<file path="config.mk">
export PLATFORM = sky130hd
export DESIGN_NAME = reg_file_param
export DESIGN_NICKNAME = d
export VERILOG_FILES = /design/src/rtl/reg_file_param.sv
export SDC_FILE = /design/constraint.sdc
export NUM_CORES = 1
export LEC_CHECK = 0
export BUFFER_PORTS_ARGS = -buffer_cell sky130_fd_sc_hd__buf_4
export CAP_MARGIN = 30
export CELL_PAD_IN_SITES_DETAIL_PLACEMENT = 0
export CELL_PAD_IN_SITES_GLOBAL_PLACEMENT = 1
export CORE_ASPECT_RATIO = 1.75
export CORE_MARGIN = 10
export CORE_UTILIZATION = 40
export DETAILED_ROUTE_END_ITERATION = 10
export PLACE_DENSITY_LB_ADDON = 0.1
export SYNTH_ARGS = -nofsm -noshare
export SYNTH_HDL_FRONTEND = slang
export SYNTH_SLANG_ARGS = --single-unit
</file>
<file path="constraint.sdc">
create_clock -name CLK -period 3.6 [get_ports CLK]
set_input_delay 0.18 -clock CLK [delete_from_list [all_inputs] [get_ports CLK]]
set_output_delay 0.18 -clock CLK [all_outputs]
set_load 0.1 [all_outputs]
</file>
<file path="src/rtl/reg_file_param.sv">
// Parametrised register file: two bypassable read ports, a fixed tap, and a
// Start-triggered clear sweep that zeroes one entry per cycle.
module reg_file_param #(
   parameter int WIDTH    = 16,
   parameter int DEPTH    = 8,
   parameter int AW       = $clog2(DEPTH),
   parameter bit ZERO_REG = 1'b1,
   parameter bit BYPASS   = 1'b1,
   parameter int TAP_REG  = 6
) (
   input  logic             CLK,
   input  logic             Reset,
   input  logic             Start,
   input  logic             RegWrite,
   input  logic [AW-1:0]    WriteReg,
   input  logic [WIDTH-1:0] WriteValue,
   input  logic [AW-1:0]    SrcA,
   input  logic [AW-1:0]    SrcB,
   output logic [WIDTH-1:0] ReadA,
   output logic [WIDTH-1:0] ReadB,
   output logic [WIDTH-1:0] ReadTap,
   output logic             Busy,
   output logic             WriteDropped
);

   typedef enum logic {IDLE, CLEAR} state_t;

   localparam logic [AW-1:0] TAP_IDX  = AW'(TAP_REG);
   localparam logic [AW-1:0] LAST_IDX = AW'(DEPTH - 1);

   state_t           state;
   logic [AW-1:0]    idx;
   logic [WIDTH-1:0] regs [DEPTH];
   logic             wr_ok;
   logic             byp_a, byp_b;

   assign Busy = (state == CLEAR);

   // A write lands only when idle and not aimed at the hardwired zero entry.
   assign wr_ok = RegWrite && !Busy && !(ZERO_REG && (WriteReg == '0));

   always_ff @(posedge CLK or posedge Reset) begin
      if (Reset) begin
         state        <= IDLE;
         idx          <= '0;
         WriteDropped <= 1'b0;
         for (int i = 0; i < DEPTH; i++) regs[i] <= '0;
      end else begin
         WriteDropped <= RegWrite && Busy;
         case (state)
            IDLE: begin
               if (wr_ok) regs[WriteReg] <= WriteValue;
               if (Start) begin
                  state <= CLEAR;
                  idx   <= '0;
               end
            end
            CLEAR: begin
               regs[idx] <= '0;
               idx       <= idx + 1'b1;
               if (idx == LAST_IDX) state <= IDLE;
            end
            default: state <= IDLE;
         endcase
      end
   end

   assign byp_a = BYPASS && wr_ok && (WriteReg == SrcA);
   assign byp_b = BYPASS && wr_ok && (WriteReg == SrcB);

   assign ReadA   = (ZERO_REG && (SrcA == '0)) ? '0 : byp_a ? WriteValue : regs[SrcA];
   assign ReadB   = (ZERO_REG && (SrcB == '0)) ? '0 : byp_b ? WriteValue : regs[SrcB];
   assign ReadTap = (ZERO_REG && (TAP_REG == 0)) ? '0 : regs[TAP_IDX];

endmodule

</file>
==> results of run 1 <==
-- layout make-up --
class                      instances  area, sq um  area share, %
clock buffer                      18        439.2          5.007
clock inverter                    13        158.9          1.812
inverter                           2        11.26         0.1284
multi-input combinational        336         3789          43.20
sequential                       133         3328          37.95
tap                              238        297.8          3.395
timing repair buffer              96        747.0          8.516
-- power breakdown --
part           internal, W  switching [W]  leakage [nW]  total [W]
logic             0.000933        0.00200          1.86    0.00293
registers          0.00184       0.000376          1.83    0.00222
clock network      0.00110       0.000690         0.288    0.00179
-- layout by cell type (no fill, tap or decap), types with 2 or more instances in the layout --
cell,count
and2b_1,8
nor2_1,3
a21oi_4,2
nor2_2,3
ha_1,2
bufinv_16,3
nand2b_1,2
clkbuf_16,17
xnor2_1,6
dfrtp_1,133
o311a_1,32
buf_4,92
clkinvlp_4,4
clkinv_4,3
clkinv_2,4
a22o_1,112
nor2b_1,10
nor2_8,3
o21ai_0,35
a31oi_2,3
or3_1,2
nand3_1,2
nand2_1,6
mux2i_1,32
mux4_2,64
-- stage by stage --
stage                     setup slack, ns  hold WS (ns)
after floorplan                    0.8734        0.2873
after global placement              1.040        0.4146
after detailed placement            1.012        0.4110
after CTS                          0.8012       0.01952
after global routing               0.6077       0.02707
final                              0.7394      -0.03226
-- layer usage --
layer | vias to the layer above | part of all wire (%)
met5 | - | 0
met4 | 0 | 2.4
met3 | 47 | 6.7
met2 | 264 | 52
met1 | 2903 | 39
li1 | 2279 | -
-- critical path, stage by stage (launching register included) --
cell      delay [ns]
dfrtp_1         0.62
inv_1           0.26
o311ai_4        0.11
buf_4           0.52
o21ai_0         0.28
o311a_1         0.20
buf_4           0.24
-- cells in the mapped netlist (3+ instances only) --
| cell type | count |
|---|---|
| a22o_1 | 112 |
| a31oi_2 | 3 |
| and2b_1 | 8 |
| buf_1 | 17 |
| buf_2 | 19 |
| buf_4 | 22 |
| buf_6 | 4 |
| clkbuf_1 | 26 |
| dfrtp_1 | 133 |
| mux2i_1 | 32 |
| mux4_2 | 64 |
| nand2_1 | 6 |
| nor2_1 | 3 |
| nor2_2 | 3 |
| nor2_8 | 3 |
| nor2b_1 | 10 |
| o21ai_0 | 35 |
| o311a_1 | 32 |
| xnor2_1 | 6 |
-- registers in the layout, indices dropped and copies added, names as in the netlist --
name / flops
idx: 3
regs: 112
Busy: 1
ReadTap: 16
WriteDropped: 1
-- cells by family (layout without fill, tap and decap cells) --
family,after synthesis,count (layout),synth area share [%]
AOI/OAI and AO/OA,188,188,21.30
xor gates and xnor gates,6,6,0.6928
adders and majority gates,2,2,0.3299
buffers and inverters,90,129,6.252
DFF,133,133,43.88
muxes,96,96,23.23
and+or+nand+nor,44,44,4.322
-- how the worst min path moves through the flow --
stage / slack (ns) / end / start
5_1_grt: 0.03 / regs[98] / Reset
2_1_floorplan: 0.29 / idx[1] / Start
6_report: -0.03 / regs[98] / Reset
3_5_place_dp: 0.41 / idx[2] / Start
4_1_cts: 0.02 / regs[2] / Reset
3_3_place_gp: 0.41 / idx[1] / Start
-- what timing repair did --
action | in CTS | in global routing
setup endpoints to repair | 0 | 0
hold buffers | 1 | 0
hold endpoints to repair | 2 | 0
==> summary.txt, run 1 <==
status: finished, violations left
failing checks: negative hold slack
largest net degree at the start of global routing: 134
Worst Setup SP: Busy
worst hold slack: -0.03226 ns
Iteration-0 DRC Markers: 613
Synth warnings: 0
share of flip-flops with an asynchronous set or reset: 100.0%
die area: 25090 sq um
Antenna diodes: 0
Initial Utilization: 40.64%
Worst-Margin Slew: 0.8344 ns
Most Crowded Layer GR: met2
Reg2Reg Launch Point: Busy
reg2reg end: regs[70]
Final ANT Viol Nets: 0
Max IR drop VDD: 0.0005144 V
Post-CTS Resized: 0
htree depth: 4
Design Power: 0.006935 W
most used flip-flop cell after synthesis: dfrtp_1
Period minus WS final: 2.861 ns
M2 GR Usage: 34.71%
skew final: 0.005879 ns
fillers: 1725
initial antenna violation count: 0
sequential-to-total area share from yosys stat: 43.88%
Post-synth EDFFs: 0
Die H: 202.2 um
final count of hold timing violations: 34
CTS Buffer Depth: 2
syn_area_per_cell: 13.57 sq um
M3 GR Usage: 4.605%
Die W: 124.1 um
GRT Total Usage: 21.05%
final HPWL from detailed placement: 16.83 mm
layout cells sized above 1: 34.78%
Core ar.: 18660 sq um
fin crit share: 79.46%
fin cells: 836
largest area contributor in the netlist: dfrtp_1
top-area cell type share of the netlist area: 43.88%
DP Area: 8163 sq um
Routed wire per std cell: 30.78 um
drc violations: 0
startpoint types: flop
CTS root buffer: clkbuf_16
Hold Path Class: input port to async pin
DRT Pass-1 Iters: 5
Post-Syn Area: 7585 sq um
max_cap viols: 0
TritonCTS Buffers: 17
Netlist cell types: 34
first-pass GRT wire length: 38.79 mm
setup bufs post-CTS: 0
grt total ovfl: 0
GR Layer Usage met1: 26.14%
Post-Syn Instances: 559
slew margin rel.: 44.32%
dpl cells: 804
Core Util, Final: 47.00%
clk_lat worst skew: 0.43 ns
Area Overhead vs Synth: 15.64%
setup TNS: 0 ns
DR vias/cell: 6.571
P per Cell Area: 790.6 nW/um^2
syn_nets: 590
WP data arrival: 2.68 ns
fin nets: 617
Max Slew Vio Count: 0
Seq cells post-synth: 133
Reg2Reg Setup Slack: 1.25 ns
CTS tree: built
class of the most critical setup path: flop to output port
worst path required time: 3.42 ns
Buffers on Ports: 78
CTS clk-pin slew, worst paths: 0.06 ns
max frequency: 349.6 MHz
Finished Cell Area: 8771 sq um
unrepaired setup endpoints after global routing: false
synth top area cells: dfrtp_1, mux4_2, a22o_1
num ports: 79
Setup crit end: ReadB[14]
vias in the first global route: 5912
Site Rows: 66
# setup viols final: 0
crit-path max FO: 64
Routed Wire Length: 25.73 mm
R2R depth: 4
via count: 5493
gpl congestion: 0.8114
clock sink total: 133
Leakage: 3.979 nW
CP endpoint kind: output port
No activity file was read; power rests on OpenSTA's default activity.
==> run 2, diff against run 1 <==
--- a/config.mk
+++ b/config.mk
@@ -5,13 +5,14 @@
 export SDC_FILE = /design/constraint.sdc
 export NUM_CORES = 1
 export LEC_CHECK = 0
+export ABC_AREA = 1
 export BUFFER_PORTS_ARGS = -buffer_cell sky130_fd_sc_hd__buf_4
 export CAP_MARGIN = 30
 export CELL_PAD_IN_SITES_DETAIL_PLACEMENT = 0
 export CELL_PAD_IN_SITES_GLOBAL_PLACEMENT = 1
 export CORE_ASPECT_RATIO = 1.75
 export CORE_MARGIN = 10
-export CORE_UTILIZATION = 40
+export CORE_UTILIZATION = 39
 export DETAILED_ROUTE_END_ITERATION = 10
 export PLACE_DENSITY_LB_ADDON = 0.1
 export SYNTH_ARGS = -nofsm -noshare
==> constraint.sdc (replaced) <==
create_clock -name CLK -period 2.3 [get_ports CLK]
set_input_delay 0.115 -clock CLK [delete_from_list [all_inputs] [get_ports CLK]]
set_output_delay 0.115 -clock CLK [all_outputs]
set_load 0.1 [all_outputs]
==> run 2 against run 1 <==
  * Die area increased by 12%
  * Synthesized cell count rose by 130%
  * Combinational power rose by 44%
  * The run now ends clean
  * Critical path type unchanged
  * Non-clock buffer count rose by 43
  * Global-route usage increased by 1.9 points
  * Via count increased by 55%
  * Synthesized area grew 11%
  * Final cell count increased by 90%
  * Sequential power is 49% higher
==> summary.txt, run 2 <==
status: finished, final reports clean (was finished, violations left)
hold path depth: 5
gpl congestion: 0.8747 (was 0.8114)
Site Rows: 71 (was 66)
slew margin rel.: 33.50% (was 44.32%)
setup TNS: 0 ns (unchanged)
Largest Register: regs (unchanged)
Post-synth EDFFs: 0 (unchanged)
TritonCTS Buffers: 17 (unchanged)
CP endpoint kind: output port (unchanged)
GRT Total Usage: 23.00% (was 21.05%)
die area: 28060 sq um (was 25090 sq um)
Hold Path Class: input port to flop (was input port to async pin)
Clk pwr share: 26.7% (was 25.8%)
clk_lat worst skew: 0.43 ns (about the same)
WP data arrival: 2.10 ns (was 2.68 ns)
worst hold slack: 0.3044 ns (was -0.03226 ns)
fin crit share: 96.17%
via count: 8496 (was 5493)
Core ar.: 21320 sq um (was 18660 sq um)
min-delay src: WriteReg[1]
Finished Cell Area: 10290 sq um (was 8771 sq um)
Antenna diodes: 0 (unchanged)
R2R depth: 4 (unchanged)
P per Cell Area: 998.3 nW/um^2 (was 790.6 nW/um^2)
Post-Syn Area: 8406 sq um (was 7585 sq um)
Net Switching: 0.004580 W (was 0.003062 W)
Max Slew Vio Count: 0 (unchanged)
max reg flops: 112 (unchanged)
max frequency: 452.1 MHz
grt total ovfl: 0 (unchanged)
fin nets: 1356 (was 617)
Die H: 214.2 um (was 202.2 um)
fillers: 2257 (was 1725)
CTS Buffer Depth: 2 (unchanged)
worst path required time: 2.18 ns (was 3.42 ns)
# setup viols final: 0 (unchanged)
dpl cells: 1540 (was 804)
first-pass GRT wire length: 49.36 mm (was 38.79 mm)
DR vias/cell: 5.337 (was 6.571)
most frequent cells after synthesis: nand2_1, nand3_1, dfrtp_1 (was dfrtp_1, a22o_1, mux4_2)
skew final: 0.005670 ns (was 0.005879 ns)
Reg2Reg Launch Point: Busy (unchanged)
htree depth: 4 (unchanged)
Routed Wire Length: 31.67 mm (was 25.73 mm)
final HPWL from detailed placement: 21.61 mm (was 16.83 mm)
Multi-input gate area: 4354 sq um (was 3789 sq um)
crit-path max FO: 11 (was 64)
class of the most critical setup path: flop to output port (unchanged)
CTS clk-pin slew, worst paths: 0.06 ns (about the same)
most frequent cells in the layout: nand2_1, nand3_1, dfrtp_1 (was dfrtp_1, a22o_1, buf_4)
max_cap viols: 0 (unchanged)
Iteration-0 DRC Markers: 933 (was 613)
Routed wire per std cell: 19.89 um (was 30.78 um)
Final ANT Viol Nets: 0 (unchanged)
final count of hold timing violations: 0 (was 34)
Comb pwr share: 41.0% (was 42.2%)
Period minus WS final: 2.212 ns
Worst-Margin Slew: 0.9976 ns (was 0.8344 ns)
synth top area cells: dfrtp_1, nand2_1, nand3_1 (was dfrtp_1, mux4_2, a22o_1)
internal power: 0.005691 W (was 0.003873 W)
initial antenna violation count: 0 (unchanged)
Area Overhead vs Synth: 22.40% (was 15.64%)
Reg2Reg Setup Slack: 0.50 ns (was 1.25 ns)
CTS tree: built (unchanged)
num ports: 79 (unchanged)
leading cell type by number of instances after synthesis: nand2_1 (was dfrtp_1)
switching part of the total power: 44.59% (was 44.15%)
Leakage: 4.823 nW (was 3.979 nW)
largest net degree at the start of global routing: 107 (was 134)
vias in the first global route: 8268 (was 5912)
top-area cell type share of the netlist area: 39.60% (was 43.88%)
Netlist cell types: 28 (was 34)
Die W: 131.0 um (was 124.1 um)
most common cell after layout, fill and taps aside: nand2_1 (was dfrtp_1)
Buffers on Ports: 78 (unchanged)
most used flip-flop cell after synthesis: dfrtp_1 (unchanged)
layout cells sized above 1: 15.63% (was 34.78%)
Seq cells post-synth: 133 (unchanged)
Post-Syn Instances: 1261 (was 559)
DP Area: 9415 sq um (was 8163 sq um)
drc violations: 0 (unchanged)
Max IR drop VDD: 0.0005346 V (was 0.0005144 V)
largest area contributor in the netlist: dfrtp_1 (unchanged)
Initial Utilization: 39.42% (was 40.64%)
share of flip-flops with an asynchronous set or reset: 100.0% (unchanged)
sequential-to-total area share from yosys stat: 39.60% (was 43.88%)
syn_nets: 1292 (was 590)
reg2reg end: regs[97] (was regs[70])
startpoint types: flop (unchanged)
fin cells: 1592 (was 836)
Storage cell area: 3329 sq um (was 3328 sq um)
Worst Hold Path EP: ReadTap[6]
part of the power in registers: 32.3% (was 32.0%)
syn_area_per_cell: 6.666 sq um (was 13.57 sq um)
Synth warnings: 0 (unchanged)
CTS root buffer: clkbuf_16 (unchanged)
clock sink total: 133 (unchanged)
DRT Pass-1 Iters: 5 (unchanged)
[run 2: metrics by stage]
step / utilization (%) / setup WS (ns) / total power [W]
3_3_place_gp: 44.16 / 0.4162 / 0.007452
6_report: 48.26 / 0.08810 / 0.01027
2_1_floorplan: - / 0.01730 / 0.006403
3_5_place_dp: 44.16 / 0.3756 / 0.007465
4_1_cts: 47.82 / 0.001242 / 0.01026
5_1_grt: 48.26 / -0.001240 / 0.01080
[run 2: repair_timing]
item | CTS | global route
hold buffers | 19 | 0
resized for setup | 5 | 17
pin swaps | 0 | 1
gates cloned | 0 | 1
hold endpoints to repair | 167 | 0
endpoints found under the setup margin | 19 | 29
setup buffers | 0 | 1
[run 2: worst max-delay path: stages (launching register included)]
cell	delay [ns]
dfrtp_2	0.40
inv_2	0.09
nand2_1	0.12
a21oi_4	0.15
buf_12	0.14
nand3_4	0.11
inv_4	0.21
nor2_1	0.10
nor2_4	0.12
buf_6	0.23
[run 2: power groups by stage]
stage / sequential (W) / combinational [W] / clock, W
floorplan: 0.00330 / 0.00310 / 0
finish: 0.00331 / 0.00421 / 0.00274
detailed placement: 0.00334 / 0.00412 / 0
global route: 0.00338 / 0.00455 / 0.00287
CTS: 0.00330 / 0.00417 / 0.00279
global placement: 0.00334 / 0.00412 / 0
[run 2: cells by family after synthesis]
family                   synth area share [%]
AND/OR/NAND/NOR                         40.13
buffers and inverters                   11.57
flip-flops                              39.60
AO/OA/AOI/OAI                           8.023
XOR/XNOR                               0.3870
adder cells (fa/ha/maj)                0.2977
[run 2: cell type report]
type | instances | area share (%)
sequential | 133 | 32.36
clock buffer | 21 | 4.281
timing repair buffer | 139 | 11.82
inverter | 130 | 4.828
multi-input combinational | 904 | 42.32
tap | 255 | 3.101
clock inverter | 10 | 1.289
[run 2: worst max path at each step]
stage	slack [ns]	start	depth (start not counted)	end
floorplan	0.02	Busy	7	ReadA[0]
global placement	0.42	Busy	8	ReadA[13]
detailed placement	0.38	Busy	8	ReadA[10]
CTS	0.001	Busy	8	ReadB[2]
global route	-0.001	Busy	9	ReadA[6]
finish	0.09	Busy	9	ReadA[10]
[run 2: routing by layer]
| layer | share of wire, % | global-route usage (%) |
|---|---|---|
| met4 | 2.4 | 7.707 |
| met3 | 4.0 | 3.390 |
| met5 | 0 | 0 |
| met2 | 50 | 37.21 |
| met1 | 44 | 30.39 |
